<file path="src/rtl/mips_ctrl_pkg.sv">
// Operand-B selector codes and mode enumeration shared by the datapath and the control FSM.
// Immediate-mode codes are offsets above the last word-source index.
package mips_ctrl_pkg;

  localparam int unsigned SEL_SEXT    = 0;
  localparam int unsigned SEL_SEXT_SH = 1;
  localparam int unsigned SEL_ZEXT    = 2;

  typedef enum logic [2:0] {
    OPB_SRC,
    OPB_SEXT,
    OPB_SEXT_SH,
    OPB_ZEXT,
    OPB_ILLEGAL
  } opb_mode_e;

  function automatic opb_mode_e decode_sel(input int unsigned sel, input int unsigned num_src);
    if (sel < num_src)                        return OPB_SRC;
    else if (sel == num_src + SEL_SEXT)       return OPB_SEXT;
    else if (sel == num_src + SEL_SEXT_SH)    return OPB_SEXT_SH;
    else if (sel == num_src + SEL_ZEXT)       return OPB_ZEXT;
    else                                      return OPB_ILLEGAL;
  endfunction

endpackage

</file>
<file path="src/rtl/operand_b_select_pipe_if.sv">
// Request/response bundle for the operand-B selector; slave is the selector's view.
// Request side is valid/ready, response side is valid/ready plus a sticky error flag.
interface operand_b_select_pipe_if #(
  parameter int WIDTH     = 32,
  parameter int IMM_WIDTH = 16,
  parameter int NUM_SRC   = 2,
  parameter int SEL_W     = 3
) ();

  logic                     in_valid;
  logic                     in_ready;
  logic [SEL_W-1:0]         sel;
  logic [NUM_SRC*WIDTH-1:0] src_bus;
  logic [IMM_WIDTH-1:0]     imm;
  logic                     out_valid;
  logic                     out_ready;
  logic [WIDTH-1:0]         data_out;
  logic                     err_sel;

  modport master (
    output in_valid, sel, src_bus, imm, out_ready,
    input  in_ready, out_valid, data_out, err_sel
  );

  modport slave (
    input  in_valid, sel, src_bus, imm, out_ready,
    output in_ready, out_valid, data_out, err_sel
  );

endinterface

</file>
<file path="src/rtl/skid_buffer.sv">
// Two-entry valid/ready stage: main output register plus one skid register; 1-cycle latency.
// in_rdy is registered (!skid full); a held output stays stable; flush empties both entries.
module skid_buffer #(
  parameter int WIDTH = 32
) (
  input  logic             clk,
  input  logic             reset_n,
  input  logic             flush,
  input  logic             in_vld,
  output logic             in_rdy,
  input  logic [WIDTH-1:0] in_dat,
  output logic             out_vld,
  input  logic             out_rdy,
  output logic [WIDTH-1:0] out_dat
);

  logic             main_vld_q, main_vld_d;
  logic [WIDTH-1:0] main_dat_q, main_dat_d;
  logic             skid_vld_q, skid_vld_d;
  logic [WIDTH-1:0] skid_dat_q, skid_dat_d;
  logic             push;
  logic             drain;

  assign in_rdy  = !skid_vld_q;
  assign out_vld = main_vld_q;
  assign out_dat = main_dat_q;
  assign push    = in_vld && in_rdy;
  assign drain   = main_vld_q && out_rdy;

  always_comb begin
    main_vld_d = main_vld_q;
    main_dat_d = main_dat_q;
    skid_vld_d = skid_vld_q;
    skid_dat_d = skid_dat_q;
    if (flush) begin
      main_vld_d = 1'b0;
      skid_vld_d = 1'b0;
    end else begin
      if (drain) begin
        main_vld_d = skid_vld_q;
        main_dat_d = skid_vld_q ? skid_dat_q : main_dat_q;
        skid_vld_d = 1'b0;
      end
      // push and a full skid never coincide, so the skid is free whenever main is held
      if (push && (!main_vld_q || drain)) begin
        main_vld_d = 1'b1;
        main_dat_d = in_dat;
      end else if (push) begin
        skid_vld_d = 1'b1;
        skid_dat_d = in_dat;
      end
    end
  end

  always_ff @(posedge clk or negedge reset_n) begin
    if (!reset_n) begin
      main_vld_q <= 1'b0;
      main_dat_q <= '0;
      skid_vld_q <= 1'b0;
      skid_dat_q <= '0;
    end else begin
      main_vld_q <= main_vld_d;
      main_dat_q <= main_dat_d;
      skid_vld_q <= skid_vld_d;
      skid_dat_q <= skid_dat_d;
    end
  end

endmodule

</file>
<file path="src/rtl/operand_b_select_pipe.sv">
// Registered ALU operand-B selector (word sources or 16->32 immediate expansions); 1-cycle latency.
// Backpressure via a 2-entry skid stage; illegal selectors are consumed, dropped and flagged sticky.
module operand_b_select_pipe
  import mips_ctrl_pkg::*;
#(
  parameter int WIDTH     = 32,
  parameter int IMM_WIDTH = 16,
  parameter int NUM_SRC   = 2,
  parameter int SHIFT     = 2,
  parameter int SEL_W     = 3
) (
  input  logic                  clk,
  input  logic                  reset_n,
  input  logic                  flush,
  operand_b_select_pipe_if.slave bus
);

  logic [31:0]      sel_ext;
  logic [WIDTH-1:0] sext_w;
  logic [WIDTH-1:0] zext_w;
  logic [WIDTH-1:0] operand;
  logic             legal;
  opb_mode_e        mode;
  logic             in_rdy;
  logic             accept;
  logic             enq_vld;
  logic             out_vld;
  logic [WIDTH-1:0] out_dat;
  logic             err_sel_q, err_sel_d;

  assign sel_ext = {{(32-SEL_W){1'b0}}, bus.sel};
  assign sext_w  = {{(WIDTH-IMM_WIDTH){bus.imm[IMM_WIDTH-1]}}, bus.imm};
  assign zext_w  = {{(WIDTH-IMM_WIDTH){1'b0}}, bus.imm};
  assign mode    = decode_sel(sel_ext, NUM_SRC);

  always_comb begin
    operand = '0;
    legal   = 1'b1;
    case (mode)
      OPB_SRC: begin
        for (int i = 0; i < NUM_SRC; i++) begin
          if (sel_ext == 32'(i)) operand = bus.src_bus[i*WIDTH +: WIDTH];
        end
      end
      OPB_SEXT:    operand = sext_w;
      OPB_SEXT_SH: operand = sext_w << SHIFT;
      OPB_ZEXT:    operand = zext_w;
      default:     legal   = 1'b0;
    endcase
  end

  assign accept  = bus.in_valid && in_rdy;
  assign enq_vld = accept && legal && !flush;

  always_comb begin
    err_sel_d = err_sel_q | (accept & ~legal);
    if (flush) err_sel_d = 1'b0;
  end

  always_ff @(posedge clk or negedge reset_n) begin
    if (!reset_n) err_sel_q <= 1'b0;
    else          err_sel_q <= err_sel_d;
  end

  skid_buffer #(.WIDTH(WIDTH)) u_skid (
    .clk     (clk),
    .reset_n (reset_n),
    .flush   (flush),
    .in_vld  (enq_vld),
    .in_rdy  (in_rdy),
    .in_dat  (operand),
    .out_vld (out_vld),
    .out_rdy (bus.out_ready),
    .out_dat (out_dat)
  );

  assign bus.in_ready  = in_rdy;
  assign bus.out_valid = out_vld;
  assign bus.data_out  = out_dat;
  assign bus.err_sel   = err_sel_q;

endmodule

</file>
<file path="src/flat_wrapper.sv">
// flat-port wrapper written by rule: the top's interface ports become plain ports
module operand_b_select_pipe_flat import mips_ctrl_pkg::*;
#(
  parameter int WIDTH     = 32,
  parameter int IMM_WIDTH = 16,
  parameter int NUM_SRC   = 2,
  parameter int SHIFT     = 2,
  parameter int SEL_W     = 3
)
  (clk, reset_n, flush, bus_in_valid, bus_sel, bus_src_bus, bus_imm, bus_out_ready, bus_in_ready, bus_out_valid, bus_data_out, bus_err_sel);
  operand_b_select_pipe_if #(.WIDTH(WIDTH), .IMM_WIDTH(IMM_WIDTH), .NUM_SRC(NUM_SRC), .SEL_W(SEL_W)) bus_i ();
  input  logic clk;
  input  logic reset_n;
  input  logic flush;
  input wire logic [$bits(bus_i.in_valid)-1:0] bus_in_valid;
  input wire logic [$bits(bus_i.sel)-1:0] bus_sel;
  input wire logic [$bits(bus_i.src_bus)-1:0] bus_src_bus;
  input wire logic [$bits(bus_i.imm)-1:0] bus_imm;
  input wire logic [$bits(bus_i.out_ready)-1:0] bus_out_ready;
  output wire logic [$bits(bus_i.in_ready)-1:0] bus_in_ready;
  output wire logic [$bits(bus_i.out_valid)-1:0] bus_out_valid;
  output wire logic [$bits(bus_i.data_out)-1:0] bus_data_out;
  output wire logic [$bits(bus_i.err_sel)-1:0] bus_err_sel;
  assign bus_i.in_valid = bus_in_valid;
  assign bus_i.sel = bus_sel;
  assign bus_i.src_bus = bus_src_bus;
  assign bus_i.imm = bus_imm;
  assign bus_i.out_ready = bus_out_ready;
  assign bus_in_ready = bus_i.in_ready;
  assign bus_out_valid = bus_i.out_valid;
  assign bus_data_out = bus_i.data_out;
  assign bus_err_sel = bus_i.err_sel;
  operand_b_select_pipe #(.WIDTH(WIDTH), .IMM_WIDTH(IMM_WIDTH), .NUM_SRC(NUM_SRC), .SHIFT(SHIFT), .SEL_W(SEL_W)) u_core (.clk(clk), .reset_n(reset_n), .flush(flush), .bus(bus_i));
endmodule
</file>
<file path="config.mk">
export PLATFORM = sky130hd
export DESIGN_NAME = operand_b_select_pipe_flat
export DESIGN_NICKNAME = d
export VERILOG_FILES = /design/src/rtl/mips_ctrl_pkg.sv /design/src/rtl/operand_b_select_pipe_if.sv /design/src/rtl/skid_buffer.sv /design/src/rtl/operand_b_select_pipe.sv /design/src/flat_wrapper.sv
export SDC_FILE = /design/constraint.sdc
export NUM_CORES = 1
export LEC_CHECK = 0
export CORE_ASPECT_RATIO = 1.4
export CORE_MARGIN = 2
export CORE_UTILIZATION = 47
export DETAILED_ROUTE_END_ITERATION = 12
export GPL_ROUTABILITY_DRIVEN = 0
export HOLD_SLACK_MARGIN = 0.15
export PLACE_DENSITY = 0.83
export SYNTH_ARGS = -nofsm -noshare
export SYNTH_HDL_FRONTEND = slang
export SYNTH_SLANG_ARGS = --single-unit
</file>
<file path="constraint.sdc">
create_clock -name clk -period 1.7 [get_ports clk]
set_input_delay 0.34 -clock clk [delete_from_list [all_inputs] [get_ports clk]]
set_output_delay 0.34 -clock clk [all_outputs]
set_load 0.005 [all_outputs]
</file>
# Word-level counts from Yosys, hierarchy flattened
# Index checks and enable logic that the tools add are counted.
# classes
magnitude_cmp	1
n_eq_ne	7
n_mux	19
n_bitwise	5
n_reduce_logical	18
# op_table
cell	count
$mux W32	5
$pmux W32 S4	1
$logic_not A32 Y1	1
$eq A3 B2 Y1 const B	4
$mux W3	4
$mux W1	9
$eq A3 B1 Y1 const B	2
$logic_and A1 B1 Y1	6
$reduce_and A3 Y1	2
$reduce_bool A2 Y1	2
$reduce_or A4 Y1	1
$eq A3 B3 Y1 const B	1
$logic_not A1 Y1	3
$logic_not A3 Y1	1
$lt A3 B2 Y1 const B	1
$not A1 Y1	3
$reduce_bool A3 Y1	1
$and A1 B1 Y1	1
$logic_or A1 B1 Y1	1
$or A1 B1 Y1	1
# word_totals
ff_bits	67
out_inout_bits	35
word_cells	55

# Logic depth before layout (Yosys ltp)
# Gate-level depths: netlist of the first run.
# logic_depth
ltp_word	14
depth_mapped	7

# Hierarchy
# A second synthesis of the first run with hierarchy kept.
# unflattened
cells_unflattened	313
hier_area_um2	3945.0
# by_module_without_submodules
module	n_inst	cells_per_inst	area_each_um2	seq_area_each_um2
skid_buffer	1	182	2885.3	1651.6
operand_b_select_pipe	1	131	1059.8	25.0

# Worst setup path before layout of the first run
# No wires, ideal clock.
# synth_path
kind	register to register
startpoint	register u_core.u_skid.skid_vld_q
endpoint	register u_core.u_skid.main_dat_q[6] (netlist: u_core.u_skid.out_dat[6])
t_arrival_ns	1.355
required_ns	1.567
setup_slack_ns	0.212
path_stages_with_launch	6
synth_period_minus_slack_ns	1.488
cell_sequence	dfrtp_1 -> nor3b_2 -> and3_1 -> buf_2 -> buf_2 -> a211oi_1
# synth_between
elab_chain_cells	8
word_cells_on_any_way	10
classes_between	mux: 1; reduce/logical: 9
# synth_rtl
element	line_no	source
start, declared	skid_buffer.sv:19	logic skid_vld_q, skid_vld_d;
start signal, assigned	skid_buffer.sv:64	skid_vld_q <= skid_vld_d;
$logic_not A1 Y1	skid_buffer.sv:24	assign in_rdy = !skid_vld_q;
$logic_and A1 B1 Y1	operand_b_select_pipe.sv:52	assign accept = bus.in_valid && in_rdy;
$logic_and A1 B1 Y1 (2 in a row)	operand_b_select_pipe.sv:53	assign enq_vld = accept && legal && !flush;
$logic_and A1 B1 Y1	skid_buffer.sv:27	assign push = in_vld && in_rdy;
$logic_and A1 B1 Y1	skid_buffer.sv:45	if (push && (!main_vld_q || drain)) begin
$reduce_bool A2 Y1 (no source line)	n/a	
$reduce_and A3 Y1 (no source line)	n/a	
end signal, assigned	skid_buffer.sv:63	main_dat_q <= main_dat_d;
end, declared	skid_buffer.sv:18	logic [WIDTH-1:0] main_dat_q, main_dat_d;
# Parallel ways exist; a longest one is shown, timed or not.
# A chain may end at the register's enable or synchronous reset.

# Worst setup path after layout of the first run
# layout_path
startpoint	register u_core.u_skid.skid_vld_q
endpoint	register u_core.u_skid.main_dat_q[24] (netlist: u_core.u_skid.out_dat[24])
# Same word-level chain as after synthesis.

==> results.py, run 1 <==
metrics = {
    "sta": {
        "relSlewSlack_pct": 69.2,
        "worst_hold_slack_ps": 447,
        "finalCritPeriodShare_pct": 102,
        "setup_slack_ps": -26.0,
        "finalMaxSlewViolations": 0,
        "worst_pin_slew_ps": 462,
        "fin_skew_ps": 6.28,
        "hold_violations": 0,
        "min_period_ps": 1730,
        "fmax_ghz": 0.579,
        "setup_violations": 2,
        "tns_ps": -27.4,
    },
    "critical_path": {
        "cp_max_fo": 22,
        "end_kind": "flip-flop",
        "slowest_stage": "dfrtp_2",
        "worst-setup-path-type": "reg -> reg",
        "reg2reg_slack_ps": -30,
        "cp.required_ps": 1930,
        "crit_top_cell": "buf_4",
        "path_cells": "buf_4 > nand2b_1 > o2111ai_4 > buf_4 > nand2_1 > o21ai_1",
        "reg2reg_from": "u_core.u_skid.skid_vld_q",
        "slowest_delay_ps": 450,
        "ff2ff_path_depth": 6,
        "rr_endpoint": "u_core.u_skid.out_dat[24]",
        "crit_path_start_kind": "flip-flop",
        "cp.arrival_ps": 1960,
    },
    "cells_and_area": {
        "antennaDiodeCount": 0,
        "fillers": 528,
        "fin_area_um2": 6090,
        "syn_to_final_growth_pct": 56.2,
        "drive_above_1_share_pct": 24.9,
        "nNetsFinal": 650,
        "final_util_pct": 75.1,
    },
    "run_status": {
        "status": "finished with violations",
        "violations": "setup timing",
    },
    "routing": {
        "routed_wl_um": 12800,
        "drt_iter0_drc": 340,
        "drtAntennaViolNets": 0,
        "wl_per_cell_um": 19.1,
        "vias": 3999,
        "vias_per_cell": 5.98,
        "drc": 0,
        "dr.pass1.iters": 5,
    },
    "grt": {
        "grt_pass1_vias": 3874,
        "grt_pass1_wl_um": 19200,
        "grt_overflow": 0,
        "groute.usage.overall_pct": 27.7,
        "grt_max_degree": 68,
        "antenna_found_initial": 0,
    },
    "flow_run": {
        "cap_violations": 0,
    },
    "synth": {
        "syn_inst": 397,
        "yosysMostFrequentCell": "dfrtp_1",
        "ys_types": 38,
        "synth_async_sr_flop_share_pct": 100,
        "synth_ff_type": "dfrtp_1",
        "synth_seq_area_share_pct": 43.0,
        "synth_nets": 485,
        "synth_edf_count": 0,
        "syn_area_um2": 3890,
        "avgSynthCellArea_um2": 9.81,
        "synthTopCellsByArea": "dfrtp_1, mux2_2, a211oi_2",
        "ys_ff_latch": 67,
        "synth_top_area_share_pct": 43.0,
        "yosys-top-cells-count": "dfrtp_1, nand2_1, o21ai_0",
        "ys_warn_count": 0,
        "synth_top_area_cell": "dfrtp_1",
    },
    "place": {
        "port_buffers": 122,
        "placed_area_um2": 5570,
        "dp_hpwl_um": 8410,
    },
    "worst_hold_path": {
        "hold_class": "in -> reg",
        "min_to": "u_core.u_skid.out_vld",
        "hold_start": "flush",
        "hold_depth": 3,
    },
    "cts": {
        "cts_max_level": 3,
        "clockRootBuffer": "clkbuf_16",
        "clk_pin_slew_ps": 60,
        "cts_buffer_depth": 2,
        "cts_sinks": 67,
        "cts_tree": "built",
        "insertion_delay_ps": 330,
        "cts_inserted_buffers": 9,
    },
    "pwr": {
        "p_leak_uw": 0.00261,
        "total_power_uw": 5370,
        "power_density_nw_per_um2": 882,
        "ir_drop_mv": 0.680,
    },
    "floorplanning": {
        "initial_core_util_pct": 48.1,
        "core_um2": 8100,
        "io_pins": 123,
        "die-area_um2": 9040,
        "die_h_um": 112,
        "die_width_um": 80.9,
        "rows": 39,
    },
}
## cell type report
class / instances / area (um2) / area share, %
multi-input cells: 290 / 2040 / 33.6
inverters: 5 / 18.8 / 0.308
clock buffers: 10 / 239 / 3.93
well taps: 102 / 128 / 2.10
repair buffers: 189 / 1890 / 31.1
clock inverters: 6 / 88.8 / 1.46
flip-flops and latches: 67 / 1680 / 27.6
## worst max-delay path: cells and delay by family (launching register included)
| family | cells | cell delay [ps] |
|---|---|---|
| compound gates | 2 | 400 |
| buf+inv | 2 | 470 |
| simple gates | 2 | 300 |
| flops | 1 | 450 |
## metrics by stage
stage / worst slack (ps) / instances
6_report: -26.0 / 669
5_1_grt: -80.0 / 669
4_1_cts: 2.84 / 661
3_5_place_dp: -378 / 642
3_3_place_gp: -329 / 642
2_1_floorplan: 212 / 397
## flip-flops by register name, summed over array words and instances (netlist names)
signal / cells
u_core.u_skid.skid_vld_q: 1
u_core.u_skid.out_vld: 1
u_core.u_skid.skid_dat_q: 32
u_core.bus.err_sel: 1
u_core.u_skid.out_dat: 32
## layer usage
layer	track usage [%]	vias to the layer above	share of wire, %
met2	47.1	231	51
li1	-	1780	-
met1	32.5	1950	37
met5	0	-	0
met4	11.5	0	3.9
met3	7.29	38	8.3
## repair_timing
item	in CTS	in global routing
pin swaps	1	4
endpoints found under the setup margin	17	55
gates resized for setup	6	16
endpoints found under the hold margin	67	0
gates cloned	0	2
buffers inserted	2	6
hold buffers	1	0
## worst max path at each step
| stage | end | startpoint | slack [ps] | cells past startpoint |
|---|---|---|---|---|
| 2_1_floorplan | u_core.u_skid.out_dat[6] | u_core.u_skid.skid_vld_q | 210 | 5 |
| 3_3_place_gp | u_core.u_skid.out_dat[1] | bus_sel[1] | -330 | 6 |
| 3_5_place_dp | u_core.u_skid.out_dat[4] | bus_sel[1] | -380 | 7 |
| 4_1_cts | u_core.u_skid.skid_dat_q[7] | bus_sel[1] | 3 | 8 |
| 5_1_grt | u_core.u_skid.out_dat[24] | u_core.u_skid.skid_vld_q | -80 | 6 |
| 6_report | u_core.u_skid.out_dat[24] | u_core.u_skid.skid_vld_q | -30 | 6 |
## placed cells by master (no fill, tap or decap), types with 4 or more instances in the layout
master / Yosys / final
o21ai_0: 28 / 25
inv_1: 5 / 5
dfrtp_1: 67 / 65
nor3_1: 13 / 13
nand3_1: 11 / 11
o2bb2ai_1: 12 / 12
buf_4: 5 / 53
a22oi_1: 7 / 7
mux4_2: 4 / 4
mux2_2: 19 / 19
clkbuf_16: 0 / 11
a211oi_1: 15 / 11
nand2b_1: 13 / 12
nand2_1: 48 / 48
a211oi_2: 16 / 20
nor2b_1: 14 / 14
buf_12: 0 / 10
o22ai_1: 13 / 13
a21oi_1: 12 / 12
dlymetal6s2s_1: 0 / 4
o21ai_1: 17 / 19
mux2i_1: 15 / 15
nor2_1: 17 / 15
clkdlybuf4s50_1: 0 / 116
## logic make-up (layout without fill, tap and decap cells)
family          Yosys count  count (layout)  synth area share (%)
compound gates          125             125                  23.0
simple gates            126             126                  16.0
flops                    67              67                  43.0
buf+inv                  40             210                  5.85
mux                      39              39                  12.0
## power breakdown
part / internal (uW) / total (uW) / switching (uW)
combinational: 807 / 1390 / 581
sequential: 1820 / 1950 / 133
clock: 1320 / 2030 / 707
total: 3940 / 5370 / 1420
Note: power is estimated with default switching activity, not from simulation.
==> run 2: changes to the inputs <==
--- a/config.mk
+++ b/config.mk
@@ -10,6 +10,7 @@
 export CORE_UTILIZATION = 47
 export DETAILED_ROUTE_END_ITERATION = 12
 export GPL_ROUTABILITY_DRIVEN = 0
+export GPL_TIMING_DRIVEN = 0
 export HOLD_SLACK_MARGIN = 0.15
 export PLACE_DENSITY = 0.83
 export SYNTH_ARGS = -nofsm -noshare
==> results.py, run 2 (synthesis gave the netlist of run 1 again) <==
metrics = {
    "worst_hold_path": {
        "hold_start": "u_core.u_skid.skid_dat_q[11]",
        "hold_class": "reg -> reg",
        "hold_depth": 2,
    },
    "routing": {
        "dr.pass1.iters": 5,
        "vias_per_cell": 6.05,
        "wl_per_cell_um": 20.1,
        "vias": 3893,
        "routed_wl_um": 12900,
        "drtAntennaViolNets": 0,
        "drc": 0,
        "drt_iter0_drc": 349,
    },
    "cts": {
        "cts_buffer_depth": 2,
        "cts_sinks": 67,
        "cts_max_level": 3,
        "clk_pin_slew_ps": 50,
        "clockRootBuffer": "clkbuf_16",
        "cts_tree": "built",
        "cts_inserted_buffers": 9,
        "insertion_delay_ps": 330,
    },
    "floorplanning": {
        "die_width_um": 80.9,
        "initial_core_util_pct": 48.1,
        "io_pins": 123,
        "core_um2": 8100,
        "die_h_um": 112,
        "rows": 39,
        "die-area_um2": 9040,
    },
    "sta": {
        "relSlewSlack_pct": 43.4,
        "setup_slack_ps": -5.55,
        "finalMaxSlewViolations": 0,
        "finalCritPeriodShare_pct": 100,
        "hold_violations": 0,
        "worst_pin_slew_ps": 848,
        "setup_violations": 1,
        "worst_hold_slack_ps": 479,
        "fin_skew_ps": 3.45,
        "fmax_ghz": 0.586,
        "min_period_ps": 1710,
        "tns_ps": -5.55,
    },
    "critical_path": {
        "cp.arrival_ps": 1890,
        "cp_max_fo": 7,
        "ff2ff_path_depth": 7,
        "slowest_delay_ps": 460,
        "slowest_stage": "dfrtp_2",
        "cp.required_ps": 1890,
        "cp-startpoint": "u_core.u_skid.skid_vld_q",
        "worst-setup-path-type": "reg -> reg",
        "reg2reg_from": "u_core.u_skid.skid_vld_q",
        "path_cells": "nor3b_4 > nand4_1 > buf_4 > buf_6 > buf_8 > nand2_1 > o21ai_0",
        "end_kind": "flip-flop",
        "crit_path_start_kind": "flip-flop",
    },
    "grt": {
        "grt_max_degree": 68,
        "grt_pass1_wl_um": 19600,
        "grt_pass1_vias": 3900,
        "groute.usage.overall_pct": 28.3,
        "grt_overflow": 0,
        "antenna_found_initial": 0,
    },
    "pwr": {
        "combinationalPowerShare_pct": 24.8,
        "switching_power_uw": 1370,
        "ir_drop_mv": 0.577,
        "power_density_nw_per_um2": 896,
        "swShare_pct": 26.5,
        "p_leak_uw": 0.00242,
        "seqPwrFrac_pct": 37.9,
        "p_int_uw": 3800,
        "total_power_uw": 5170,
        "pwr-share-clk_pct": 37.3,
    },
    "cells_and_area": {
        "drive_above_1_share_pct": 21.3,
        "layout_commonest_cell": "clkdlybuf4s50_1",
        "syn_to_final_growth_pct": 48.0,
        "fin_area_um2": 5760,
        "antennaDiodeCount": 0,
        "nNetsFinal": 624,
        "final_cell_mix": "clkdlybuf4s50_1, dfrtp_1, nand2_1",
    },
    "place": {
        "dp_hpwl_um": 8780,
        "port_buffers": 120,
        "placed_area_um2": 5220,
    },
    "run_status": {
        "violations": "setup timing",
        "status": "finished with violations",
    },
    "flow_run": {
        "cap_violations": 0,
    },
}
[run 2: stage by stage]
step | instances | util (%) | setup WS, ps
finish | 643 | 71.2 | -5.55
global route | 643 | 71.2 | -47.3
CTS | 640 | 69.3 | 0.602
detailed placement | 619 | 64.5 | -693
global placement | 619 | 64.5 | -1870
floorplan | 397 | - | 212
[run 2: cell type report]
| cell class | count | area (um2) |
|---|---|---|
| Inverter | 5 | 18.8 |
| Multi-Input combinational cell | 290 | 2060 |
| Timing Repair Buffer | 129 | 1300 |
| Tap cell | 102 | 128 |
| Buffer | 34 | 270 |
| Clock inverter | 1 | 30.0 |
| Clock buffer | 15 | 278 |
| Fill cell | 571 | 2340 |
| Sequential cell | 67 | 1680 |
[run 2: worst paths after layout]
check                                                to  slack [ps]
max                         u_core.u_skid.skid_dat_q[7]          -6
min                        u_core.u_skid.skid_dat_q[11]         480
max reg2reg                 u_core.u_skid.skid_dat_q[7]          -6
min reg2reg                u_core.u_skid.skid_dat_q[11]         480
max in group asynchronous      u_core.u_skid.skid_vld_q         460
min in group asynchronous     u_core.u_skid.out_dat[19]         640
[run 2: critical path, delay by kind of cell, from the launching register on]
| family | cells | cell delay, ps |
|---|---|---|
| simple gates | 3 | 510 |
| buf+inv | 3 | 480 |
| flops | 1 | 460 |
| compound gates | 1 | 100 |
[run 2: what timing repair did]
item | in CTS | in global routing
setup endpoints to repair | 66 | 59
hold endpoints to repair | 2 | 0
pin swaps | 3 | 5
buffers inserted | 4 | 1
cloned | 1 | 2
hold buffers | 1 | 0
gates resized for setup | 21 | 44
[run 2: per-layer routing]
| layer | routed length (um) | GRT usage, % | vias to the layer above |
|---|---|---|---|
| met2 | 6570 | 47.3 | 251 |
| met3 | 1000 | 5.67 | 47 |
| met4 | 543 | 14.4 | 0 |
| li1 | - | - | 1731 |
| met1 | 4800 | 33.8 | 1864 |
| met5 | 0 | 0 | - |
[run 2: power by group through the flow]
stage	clock network, uW	logic (uW)	registers, uW
after floorplan	0	545	1950
after global placement	0	1190	1960
after detailed placement	0	1210	1970
after CTS	1910	1240	1950
after global routing	2010	1380	1980
final	1920	1280	1960
